`src/rtl/pc_call_stack_if.sv`:
```
// Decoder-side bus of the minicpu program counter: control strobes in, PC and stack status out.
// The master drives the strobes; the PC (slave) drives the address and status.
interface pc_call_stack_if #(
  parameter int WIDTH = 4,
  parameter int DEPTH = 4
);
  localparam int DW = $clog2(DEPTH + 1);

  logic             en;
  logic             ld;
  logic [WIDTH-1:0] in;
  logic             call;
  logic             ret;
  logic [WIDTH-1:0] out;
  logic [DW-1:0]    depth;
  logic             full;
  logic             empty;
  logic             ovf;
  logic             unf;

  modport master (
    output en, ld, in, call, ret,
    input  out, depth, full, empty, ovf, unf
  );

  modport slave (
    input  en, ld, in, call, ret,
    output out, depth, full, empty, ovf, unf
  );
endinterface

```
`src/rtl/pc_call_stack.sv`:
```
// Parametrised program counter with jump, subroutine call/return and a LIFO return stack.
// One action per enabled cycle, priority jump > call > ret > increment; all outputs registered.
module pc_call_stack #(
  parameter int               WIDTH      = 4,
  parameter int               DEPTH      = 4,
  parameter logic [WIDTH-1:0] RESET_ADDR = '0
) (
  input logic          clk,
  input logic          reset,
  pc_call_stack_if.slave bus
);
  localparam int DW = $clog2(DEPTH + 1);
  localparam int AW = (DEPTH > 1) ? $clog2(DEPTH) : 1;

  logic [WIDTH-1:0] pc_q;
  logic [DW-1:0]    cnt_q;
  logic             ovf_q;
  logic             unf_q;
  logic [WIDTH-1:0] stack_q [DEPTH];

  logic             full;
  logic             empty;
  logic [AW-1:0]    push_idx;
  logic [AW-1:0]    pop_idx;
  logic [WIDTH-1:0] pc_inc;
  logic             do_push;

  assign full     = (cnt_q == DW'(DEPTH));
  assign empty    = (cnt_q == '0);
  // The count doubles as the stack pointer: next free slot is cnt, top is cnt-1.
  assign push_idx = AW'(cnt_q);
  assign pop_idx  = AW'(cnt_q - 1'b1);
  assign pc_inc   = pc_q + 1'b1;
  assign do_push  = !reset && bus.en && bus.ld && bus.call && !full;

  // NOTE: sequential state uses non-blocking assignments so every register
  // samples the pre-edge values of the others, independent of block order.
  always_ff @(posedge clk) begin
    if (reset) begin
      pc_q  <= RESET_ADDR;
      cnt_q <= '0;
      ovf_q <= 1'b0;
      unf_q <= 1'b0;
    end else if (bus.en) begin
      if (!bus.ld) begin
        pc_q <= bus.in;
      end else if (bus.call) begin
        if (!full) begin
          pc_q  <= bus.in;
          cnt_q <= cnt_q + 1'b1;
        end else begin
          ovf_q <= 1'b1;
        end
      end else if (bus.ret) begin
        if (!empty) begin
          pc_q  <= stack_q[pop_idx];
          cnt_q <= cnt_q - 1'b1;
        end else begin
          unf_q <= 1'b1;
        end
      end else begin
        pc_q <= pc_inc;
      end
    end
  end

  // NOTE: the stack array has no reset; entries above the count are never read,
  // so clearing them would only cost reset fan-out.
  always_ff @(posedge clk) begin
    if (do_push) begin
      stack_q[push_idx] <= pc_inc;
    end
  end

  assign bus.out   = pc_q;
  assign bus.depth = cnt_q;
  assign bus.full  = full;
  assign bus.empty = empty;
  assign bus.ovf   = ovf_q;
  assign bus.unf   = unf_q;
endmodule

```
`src/flat_wrapper.sv`:
```
// flat-port wrapper written by rule: the top's interface ports become plain ports
module pc_call_stack_flat 
#(
  parameter int               WIDTH      = 4,
  parameter int               DEPTH      = 4,
  parameter logic [WIDTH-1:0] RESET_ADDR = '0
)
  (clk, reset, bus_en, bus_ld, bus_in, bus_call, bus_ret, bus_out, bus_depth, bus_full, bus_empty, bus_ovf, bus_unf);
  pc_call_stack_if #(.WIDTH(WIDTH), .DEPTH(DEPTH)) bus_i ();
  input logic clk;
  input logic reset;
  input wire logic [$bits(bus_i.en)-1:0] bus_en;
  input wire logic [$bits(bus_i.ld)-1:0] bus_ld;
  input wire logic [$bits(bus_i.in)-1:0] bus_in;
  input wire logic [$bits(bus_i.call)-1:0] bus_call;
  input wire logic [$bits(bus_i.ret)-1:0] bus_ret;
  output wire logic [$bits(bus_i.out)-1:0] bus_out;
  output wire logic [$bits(bus_i.depth)-1:0] bus_depth;
  output wire logic [$bits(bus_i.full)-1:0] bus_full;
  output wire logic [$bits(bus_i.empty)-1:0] bus_empty;
  output wire logic [$bits(bus_i.ovf)-1:0] bus_ovf;
  output wire logic [$bits(bus_i.unf)-1:0] bus_unf;
  assign bus_i.en = bus_en;
  assign bus_i.ld = bus_ld;
  assign bus_i.in = bus_in;
  assign bus_i.call = bus_call;
  assign bus_i.ret = bus_ret;
  assign bus_out = bus_i.out;
  assign bus_depth = bus_i.depth;
  assign bus_full = bus_i.full;
  assign bus_empty = bus_i.empty;
  assign bus_ovf = bus_i.ovf;
  assign bus_unf = bus_i.unf;
  pc_call_stack #(.WIDTH(WIDTH), .DEPTH(DEPTH), .RESET_ADDR(RESET_ADDR)) u_core (.clk(clk), .reset(reset), .bus(bus_i));
endmodule
```
`config.mk`:
```
export PLATFORM = sky130hd
export DESIGN_NAME = pc_call_stack_flat
export DESIGN_NICKNAME = d
export VERILOG_FILES = /design/src/rtl/pc_call_stack_if.sv /design/src/rtl/pc_call_stack.sv /design/src/flat_wrapper.sv
export SDC_FILE = /design/constraint.sdc
export NUM_CORES = 1
export LEC_CHECK = 0
export CORE_UTILIZATION = 50
export DETAILED_ROUTE_END_ITERATION = 8
export PLACE_DENSITY_LB_ADDON = 0.2
export SETUP_SLACK_MARGIN = 0.5
export SLEW_MARGIN = 20
export SYNTH_ARGS = -nofsm -noshare
export SYNTH_HDL_FRONTEND = slang
export SYNTH_SLANG_ARGS = --single-unit
```
`constraint.sdc`:
```
create_clock -name clk -period 4.8 [get_ports clk]
set_input_delay 0.72 -clock clk [delete_from_list [all_inputs] [get_ports clk]]
set_output_delay 0.72 -clock clk [all_outputs]
set_load 0.02 [all_outputs]
```
==> metrics.txt, run 1 <==
Root Buffer=clkbuf_4; combined global-route utilization of all metal layers=21.1%; highest attainable clock frequency=0.344 GHz; die boundary height=51.6 microns; result of the run=finished, final reports clean; Hold Startpoint=u_core.bus.unf$_SDFFE_PP0P_; core box area=2250 sq um; crit-path max FO=10; cell area power density=275 nW/um^2; cell family with most CP delay=buffers and inverters; clock insertion delay at the later pin of the skew report=0.31 ns; die area=2660 sq um; YS warnings=0; area share of the largest cell type after synthesis=39.1%; buffer depth of the longest clock path=2; actual slew at the worst max-slew pin=0.522 ns; DRC violation count after routing=0; biggest area contributors in the synthesized netlist=edfxtp_1 (39%), dfxtp_1 (15%), mux4_2 (7.3%); setup ws final=1.89 ns; layout net count=135; gate count after technology mapping=98; Reg2Reg Launch Point=u_core.bus.depth[0]$_SDFFE_PP0P_; number of buffers and inverters on the critical path=2; mean instance size in the synthesized netlist=12.6 sq um; Vias=839; clock tree skew after final layout=0.00876 ns; count of cells resized by post-cts repair=0; wire length of the first global-routing pass=4030 microns; top cell types by occurrence after synthesis=edfxtp_1 (16), dfxtp_1 (9), a21oi_1 (6), ha_1 (6), and2_1 (5); cell breakdown of the critical path=inv_1 -> ha_1 -> and2_1 -> clkdlybuf4s50_1; total of hold buffers inserted after clock tree synthesis=0; dominant cell type by area after synthesis=edfxtp_1; final routed wirelength across all metal layers=2430 microns; Placer Congestion=0.790; Layout Area Growth over Synthesis=19.0%; number of nets with antenna violations after detailed routing=0; critical path data arrival time=2.19 ns; number of antenna repair diodes=0; unrepaired setup endpoints after global routing=no; via count of the first global-routing pass=894; Final period util=60.5%; unique cell type count in the Yosys netlist=37; largest net degree at the start of global routing=14; number of DRC violations after detailed-routing iteration 0=35; class of the tightest hold or removal check=flip-flop to flip-flop; Max transition margin=64.7%; nature of the critical path startpoint=flip-flop; final design utilization=64.9%; boundary pin count=21; layout cell share with drive strength beyond 1=10.2%; DR pass1 iterations=4; Place WS=2.22 ns; starting density of the core=54.6%; Cell Count Post-Placement=142; final standard cell count with taps included and fillers excluded=146; most common cell in the synthesized netlist=edfxtp_1; total CTS buffers=3; Final Max Tran Viols=0; number of antenna violations at the first check in global routing=0; top flip-flop cell by instance count after synthesis=edfxtp_1; leakage power=0.509 nW; number of sinks on the clock net=25; gr ovfl total=0; detailed placement HPWL=1850 microns; origin of the worst setup path=u_core.bus.depth[0]$_SDFFE_PP0P_; number of port buffers=20; Total Neg Setup Slack=0 ns; die extent in x=51.6 microns; post-CTS setup-driven buffer insertion count=0; proportion of synthesized chip area in sequential cells=53.7%; number of violations of the max-capacitance limit=0; Peak VDD IR=0.000162 V; Setup Crit Path Kind=flip-flop to primary output; Critical Path Slowest Stage Cell=dfxtp_1; Worst path max stage delay=0.64 ns; CTS HTree Levels=1; clock transition time at the flip-flop clock pins of the worst setup and hold paths=0.13 ns; final number of setup-violating endpoints=0; Post-synth EDFFs=16; number of nets produced by synthesis=114; average wire length per cell after detail routing=16.7 microns; final hold violations=0; min cycle time layout=2.91 ns; CTS tree=yes; Req. time, crit path=4.08 ns; capturing element type of the critical path=primary output; share of flip-flops with an asynchronous set or reset after synthesis=0%; drt via density=5.75; synthesized cell area=1230 sq um; floorplan row count=17; number of storage elements in the synthesis netlist=25
final timing paths:
path | cells after the start | to | slack, ns
hold reg to reg | 2 | u_core.bus.unf$_SDFFE_PP0P_ | 0.51
hold / removal | 2 | u_core.bus.unf$_SDFFE_PP0P_ | 0.51
setup / recovery | 4 | bus_full | 1.89
setup reg to reg | 5 | u_core.stack_q[3][1]$_DFFE_PP_ | 2.35
placed cells by master (no fill, tap or decap):
cell type,count
clkdlybuf4s50_1,20
edfxtp_1,16
dfxtp_1,9
a21oi_1,6
ha_1,6
and2_1,5
inv_1,4
nand2_1,4
nor2_1,4
mux4_2,4
nand3_1,3
or3_1,3
o21ai_0,3
mux2i_1,3
clkbuf_4,3
xor2_1,2
nor2b_1,2
or4_1,2
a41oi_1,2
xnor2_1,1
nor4b_1,1
nand4b_1,1
nand4_1,1
o211ai_2,1
nand2b_1,1
a31oi_1,1
inv_2,1
a21bo_2,1
o31a_1,1
or3_2,1
a211oi_1,1
a31o_2,1
a211o_1,1
o221ai_1,1
o31ai_1,1
clkbuf_1,1
flip-flops by register name, summed over array words and instances, names as in the netlist:
register	flops
u_core.stack_q	16
u_core.bus.out	4
u_core.bus.ovf	1
u_core.bus.unf	1
u_core.bus.depth	3
tightest hold or removal path: stages (launching register included):
cell     delay (ns)
dfxtp_1        0.36
a41oi_1        0.05
nor2_1         0.08
routing by layer:
metal | vias to the layer above | global-route usage (%) | part of all wire (%)
li1 | 412 | - | -
met4 | 0 | 9.46 | 0.70
met5 | - | 0 | 0
met3 | 2 | 2.05 | 3.4
met2 | 20 | 35.5 | 51
met1 | 405 | 27.6 | 45
where the power goes:
group          switching [mW]  leakage [nW]  internal, mW  total [mW]
Combinational          0.0365         0.276        0.0332      0.0697
Sequential            0.00678         0.218         0.236       0.243
Clock                  0.0577        0.0150        0.0324      0.0901
Total                   0.101         0.509         0.302       0.403
per-stage QoR:
step / cell area (sq um) / power [mW] / hold slack [ns]
after global routing: 1460 / 0.422 / 0.558
final: 1460 / 0.403 / 0.510
after global placement: 1440 / 0.316 / 0.468
after CTS: 1460 / 0.405 / 0.513
after floorplan: 1230 / 0.289 / 0.561
after detailed placement: 1440 / 0.317 / 0.482
area by class of cell:
cell class,instances,area [sq um]
multi-input cells,64,523
fillers,197,791
inverters,5,18.8
flip-flops and latches,25,661
repair buffers,20,200
well taps,28,35.0
clock buffers,4,26.3
cells by family (layout without fill, tap and decap cells):
kind of cell    Yosys count  after routing  synth area share (%)
compound gates           20             20                  11.5
xor+xnor                  3              3                  2.14
fa+ha+maj                 6              6                  6.10
buf+inv                   9             29                  3.76
flops                    25             25                  53.7
mux                       7              7                  9.77
simple gates             28             28                  13.0
No activity file was read; power rests on OpenSTA's default activity.
==> run 2: changes to the inputs <==
- CORE_ASPECT_RATIO: not set -> 2
- CORE_UTILIZATION: 50 -> 46
- clock period: 4.8 -> 2.5 ns (I/O delays scaled with it)
==> metrics.txt, run 2 (synthesis gave the netlist of run 1 again) <==
number of nets with antenna violations after detailed routing=0 (unchanged); number of sinks on the clock net=25 (unchanged); Hold Slack=0.491 ns (-0.0184 ns); Peak VDD IR=0.000417 V (+160%); clock tree skew after final layout=0.00512 ns (-0.00364 ns); Root Buffer=clkbuf_8; boundary pin count=21 (unchanged); DR pass1 iterations=4 (unchanged); gr ovfl total=0 (unchanged); drt via density=5.79 (+0.67%); clock insertion delay at the later pin of the skew report=0.27 ns (-0.04 ns); most frequent standard cell in the layout excluding fill and tap cells=clkdlybuf4s50_1; layout net count=138 (+2.2%); clock transition time at the flip-flop clock pins of the worst setup and hold paths=0.08 ns (-0.05 ns); number of antenna repair diodes=0 (unchanged); filler cell count in the final layout=233 (+18%); core box area=2540 sq um (+13%); via count of the first global-routing pass=868 (-2.9%); Vias=862 (+2.7%); floorplan row count=26 (+9); register ranked first by flip-flop count=u_core.stack_q; DRC violation count after routing=0 (unchanged); number of port buffers=20 (unchanged); crit-path max FO=6 (-4); min cycle time layout=1.89 ns; capturing element type of the critical path=primary output; number of flip-flops in the largest register=16 (unchanged); number of DRC violations after detailed-routing iteration 0=22 (-37%); Final period util=75.6%; actual slew at the worst max-slew pin=0.413 ns (-0.109 ns); Max transition margin=72.4% (+7.7 points); number of antenna violations at the first check in global routing=0 (unchanged); layout cell share with drive strength beyond 1=18.2% (+8.0 points); cell area power density=552 nW/um^2 (+100%); leakage power=0.544 nW (+6.8%); clock power share=27.8% (+5.4 points); total CTS buffers=3 (unchanged); P_int=0.632 mW (+110%); class of the tightest hold or removal check=flip-flop to flip-flop; wire length of the first global-routing pass=3930 microns (-2.6%); Layout Area Growth over Synthesis=23.8%; final routed wirelength across all metal layers=2540 microns (+4.4%); result of the run=finished, final reports clean; CTS HTree Levels=1 (unchanged); Total Neg Setup Slack=0 ns (unchanged); portion of total power attributed to sequential cells=55.2% (-5.1 points); largest net degree at the start of global routing=15 (+1); Setup Crit Path Kind=flip-flop to primary output; detailed placement HPWL=2000 microns (+8.4%); die area=2900 sq um (+8.8%); average wire length per cell after detail routing=17.0 microns (+2.3%); Comb power frac=17.0% (-0.3 points); Req. time, crit path=2.12 ns (-1.96 ns); highest attainable clock frequency=0.529 GHz; final design utilization=60.0% (-4.9 points); buffer depth of the longest clock path=2 (unchanged); unrepaired setup endpoints after global routing=no; CTS tree=yes; die extent in x=38.6 microns (-25%); Final Max Tran Viols=0 (unchanged); NetSw=0.208 mW (+110%); switching part of the total=24.8% (-0.28 points); commonest cells after routing, fill and taps aside=clkdlybuf4s50_1 (18), edfxtp_1 (16), dfxtp_1 (7), a21oi_1 (6), ha_1 (5); Placer Congestion=0.729 (-7.6%); number of violations of the max-capacitance limit=0 (unchanged); nature of the critical path startpoint=flip-flop; starting density of the core=48.5% (-6.1 points); final hold violations=0 (unchanged); final number of setup-violating endpoints=0 (unchanged); critical path data arrival time=1.52 ns (-0.67 ns); die boundary height=75.1 microns (+46%); combined global-route utilization of all metal layers=20.0% (-1.1 points)
-- run 2: cell types whose count changed in the layout (fill, tap and decap cells not counted), moves of 2 or more --
cell             change
dfxtp_1              -2
clkbuf_8             +3
buf_4                +3
clkbuf_4             -3
clkdlybuf4s50_1      -2
-- run 2: cell type report --
class / instances / area (sq um) / area share, %
timing repair buffer: 23 / 221 / 14.5
clock buffer: 3 / 41.3 / 2.71
tap: 28 / 35.0 / 2.30
sequential: 25 / 666 / 43.7
multi-input combinational: 64 / 536 / 35.2
clock inverter: 1 / 5.00 / 0.329
inverter: 5 / 18.8 / 1.23
-- run 2: power by group through the flow --
stage | registers (mW) | clock network (mW) | logic, mW
6_report | 0.463 | 0.234 | 0.143
2_1_floorplan | 0.481 | 0 | 0.0770
3_5_place_dp | 0.477 | 0 | 0.139
5_1_grt | 0.465 | 0.259 | 0.155
4_1_cts | 0.464 | 0.245 | 0.143
3_3_place_gp | 0.475 | 0 | 0.137
-- run 2: stage by stage --
stage,cell area [sq um],setup slack (ns),instances,power (mW)
after global routing,1520,0.514,149,0.879
after CTS,1520,0.502,149,0.851
final,1520,0.609,149,0.840
after detailed placement,1470,0.349,144,0.616
after global placement,1470,0.390,144,0.613
after floorplan,1250,0.512,98,0.558
-- run 2: what timing repair did --
action	4_1_cts	5_1_grt
pin swaps	0	0
endpoints found under the setup margin	6	23
resized for setup	2	4
setup buffers	1	0
endpoints found under the hold margin	0	0
hold buffers	0	0
-- run 2: path summary, 6_finish.rpt --
path	startpoint	end	slack, ns	depth (start not counted)
worst min-delay path	u_core.bus.unf$_SDFFE_PP0P_	u_core.bus.unf$_SDFFE_PP0P_	0.49	2
worst max register to register	u_core.bus.depth[1]$_SDFFE_PP0P_	u_core.bus.depth[2]$_SDFFE_PP0P_	0.67	6
worst max-delay path	u_core.bus.depth[1]$_SDFFE_PP0P_	bus_full	0.61	4
worst min register to register	u_core.bus.unf$_SDFFE_PP0P_	u_core.bus.unf$_SDFFE_PP0P_	0.49	2
-- run 2: worst max-delay path, cell delays in order (launching register included) --
cell and delay (ns):
dfxtp_2 0.35, inv_1 0.10, ha_2 0.24, and2_1 0.20, dlygate4sd2_1 0.35
-- run 2: routing by layer --
layer | track usage (%) | part of all wire, %
met1 | 21.5 | 37
met4 | 10.3 | 2.8
met2 | 36.1 | 57
met3 | 2.65 | 2.7
met5 | 0 | 0
==> run 3: changes to the inputs <==
- clock period: 2.5 -> 1.5 ns (I/O delays scaled with it)
==> metrics.txt, run 3 (synthesis gave the netlist of run 1 again) <==
result of the run=complete, but fails checks; failing checks=negative setup slack; die area=2900 sq um (unchanged); number of DRC violations after detailed-routing iteration 0=26 (+18%); register ranked first by flip-flop count=u_core.stack_q; starting density of the core=48.5% (unchanged); clock insertion delay at the later pin of the skew report=0.27 ns (about the same); largest net degree at the start of global routing=17 (+2); commonest cells after routing, fill and taps aside=buf_4 (24), buf_6 (19), edfxtp_1 (16), clkdlybuf4s50_1 (7); Final period util=115%; final routed wirelength across all metal layers=3410 microns (+34%); boundary pin count=21 (unchanged); Hold Slack=0.518 ns (+0.0267 ns); Reg2Reg Setup Slack=-0.22 ns (-0.89 ns); DR pass1 iterations=4 (unchanged); Placer Congestion=0.754 (+3.3%); Vias=1046 (+21%); capturing element type of the critical path=flip-flop; cell area power density=818 nW/um^2 (+48%); Layout Area Growth over Synthesis=57.0%; final hold violations=0 (unchanged); layout cell share with drive strength beyond 1=56.3% (+38 points); Req. time, crit path=1.71 ns (-0.41 ns); final number of setup-violating endpoints=24 (+24); CTS HTree Levels=1 (unchanged); die boundary height=75.1 microns (unchanged); timing endpoint of the critical path=u_core.bus.depth[2]$_SDFFE_PP0P_; Final Max Tran Viols=0 (unchanged); number of antenna violations at the first check in global routing=0 (unchanged); via count of the first global-routing pass=1000 (+15%); die extent in x=38.6 microns (unchanged); most frequent standard cell in the layout excluding fill and tap cells=buf_4; Reg2Reg Launch Point=u_core.bus.depth[0]$_SDFFE_PP0P_; cell area reported after detailed placement=1670 sq um (+14%); combined global-route utilization of all metal layers=24.7% (+4.7 points); clock transition time at the flip-flop clock pins of the worst setup and hold paths=0.09 ns (about the same); highest attainable clock frequency=0.581 GHz; buffer depth of the longest clock path=2 (unchanged); critical path data arrival time=1.93 ns (+0.41 ns); number of antenna repair diodes=0 (unchanged); core box area=2540 sq um (unchanged); class of the tightest hold or removal check=flip-flop to flip-flop; final design utilization=76.1% (+16 points); Max transition margin=81.2% (+8.8 points); Setup Crit Path Kind=flip-flop to flip-flop; clock tree skew after final layout=0.00423 ns (-0.000899 ns); Peak VDD IR=0.000806 V (+93%); actual slew at the worst max-slew pin=0.279 ns (-0.134 ns); unrepaired setup endpoints after global routing=yes; min cycle time layout=1.72 ns; floorplan row count=26 (unchanged); layout net count=168 (+22%); number of nets with antenna violations after detailed routing=0 (unchanged); setup ws final=-0.221 ns (-0.830 ns); total CTS buffers=3 (unchanged); final cell area excluding filler cells=1930 sq um (+27%); CTS tree=yes; number of port buffers=20 (unchanged); origin of the worst setup path=u_core.bus.depth[0]$_SDFFE_PP0P_; number of flip-flops in the largest register=16 (unchanged); nature of the critical path startpoint=flip-flop; average wire length per cell after detail routing=19.1 microns (+12%); number of violations of the max-capacitance limit=0 (unchanged); detailed placement HPWL=2250 microns (+12%); gr ovfl total=0 (unchanged); number of sinks on the clock net=25 (unchanged); crit-path max FO=5 (-1); wire length of the first global-routing pass=4730 microns (+21%); DRC violation count after routing=0 (unchanged); Total Neg Setup Slack=-3.45 ns (-3.45 ns); worst reg-to-reg path cell count=7 (+1); total of hold buffers inserted after clock tree synthesis=0 (unchanged); Root Buffer=clkbuf_8; drt via density=5.84 (+1.0%); endpoint of the most critical register-to-register path=u_core.bus.depth[2]$_SDFFE_PP0P_; Place WS=-0.333 ns (-0.682 ns); leakage power=0.781 nW (+44%)
## run 3: cell count changes in the layout (fill, tap and decap cells not counted), sizes merged
| cell | change |
|---|---|
| dlymetal6s2s | +1 |
| buf | +40 |
| clkdlybuf4s15 | -1 |
| clkdlybuf4s50 | -11 |
| inv | +1 |
| clkinv | -1 |
| dlygate4sd2 | +1 |
## run 3: worst min-delay path by stage
stage / end / start / cells after the start / slack (ns)
finish: u_core.bus.ovf$_SDFFE_PP0P_ / u_core.bus.ovf$_SDFFE_PP0P_ / 2 / 0.52
global route: u_core.bus.ovf$_SDFFE_PP0P_ / u_core.bus.ovf$_SDFFE_PP0P_ / 2 / 0.56
CTS: u_core.bus.unf$_SDFFE_PP0P_ / u_core.bus.unf$_SDFFE_PP0P_ / 2 / 0.48
detailed placement: u_core.bus.unf$_SDFFE_PP0P_ / u_core.bus.unf$_SDFFE_PP0P_ / 2 / 0.48
global placement: u_core.bus.ovf$_SDFFE_PP0P_ / u_core.bus.ovf$_SDFFE_PP0P_ / 2 / 0.46
floorplan: u_core.bus.ovf$_SDFFE_PP0P_ / bus_ld / 2 / 0.42
## run 3: metal layers
metal | wire, microns | GRT usage [%] | vias to the layer above
li1 | - | - | 480
met1 | 1100 | 27.6 | 518
met2 | 2050 | 44.4 | 32
met3 | 74 | 1.77 | 16
met4 | 187 | 12.6 | 0
met5 | 0 | 0 | -
## run 3: where the power goes
| group | total (mW) | switching (mW) | internal, mW |
|---|---|---|---|
| clock network | 0.424 | 0.230 | 0.195 |
| registers | 0.775 | 0.0202 | 0.755 |
| logic | 0.379 | 0.173 | 0.206 |
| total | 1.58 | 0.423 | 1.16 |
## run 3: area by class of cell
cell class	count	area (sq um)
clock buffer	3	41.3
clock inverter	1	8.76
fill	178	607
inverter	5	21.3
multi-input combinational	64	647
sequential	25	683
tap	28	35.0
timing repair buffer	53	494
## run 3: repair_timing
action / CTS / global route
setup endpoints to repair: 44 / 44
resized for setup: 81 / 12
buffers inserted: 5 / 6
pin swaps: 11 / 8
## run 3: critical path, cell delays in order, from the launching register on
cell and delay, ns:
dfxtp_4 0.38, inv_4 0.04, ha_4 0.17, buf_6 0.11, a21bo_2 0.20, o31a_1 0.15
or4_4 0.45, a21oi_2 0.17
## run 3: metrics by stage
| step | power [mW] | std cells |
|---|---|---|
| 6_report | 1.58 | 179 |
| 3_5_place_dp | 1.09 | 164 |
| 5_1_grt | 1.64 | 179 |
| 2_1_floorplan | 0.948 | 98 |
| 4_1_cts | 1.56 | 173 |
| 3_3_place_gp | 1.08 | 164 |
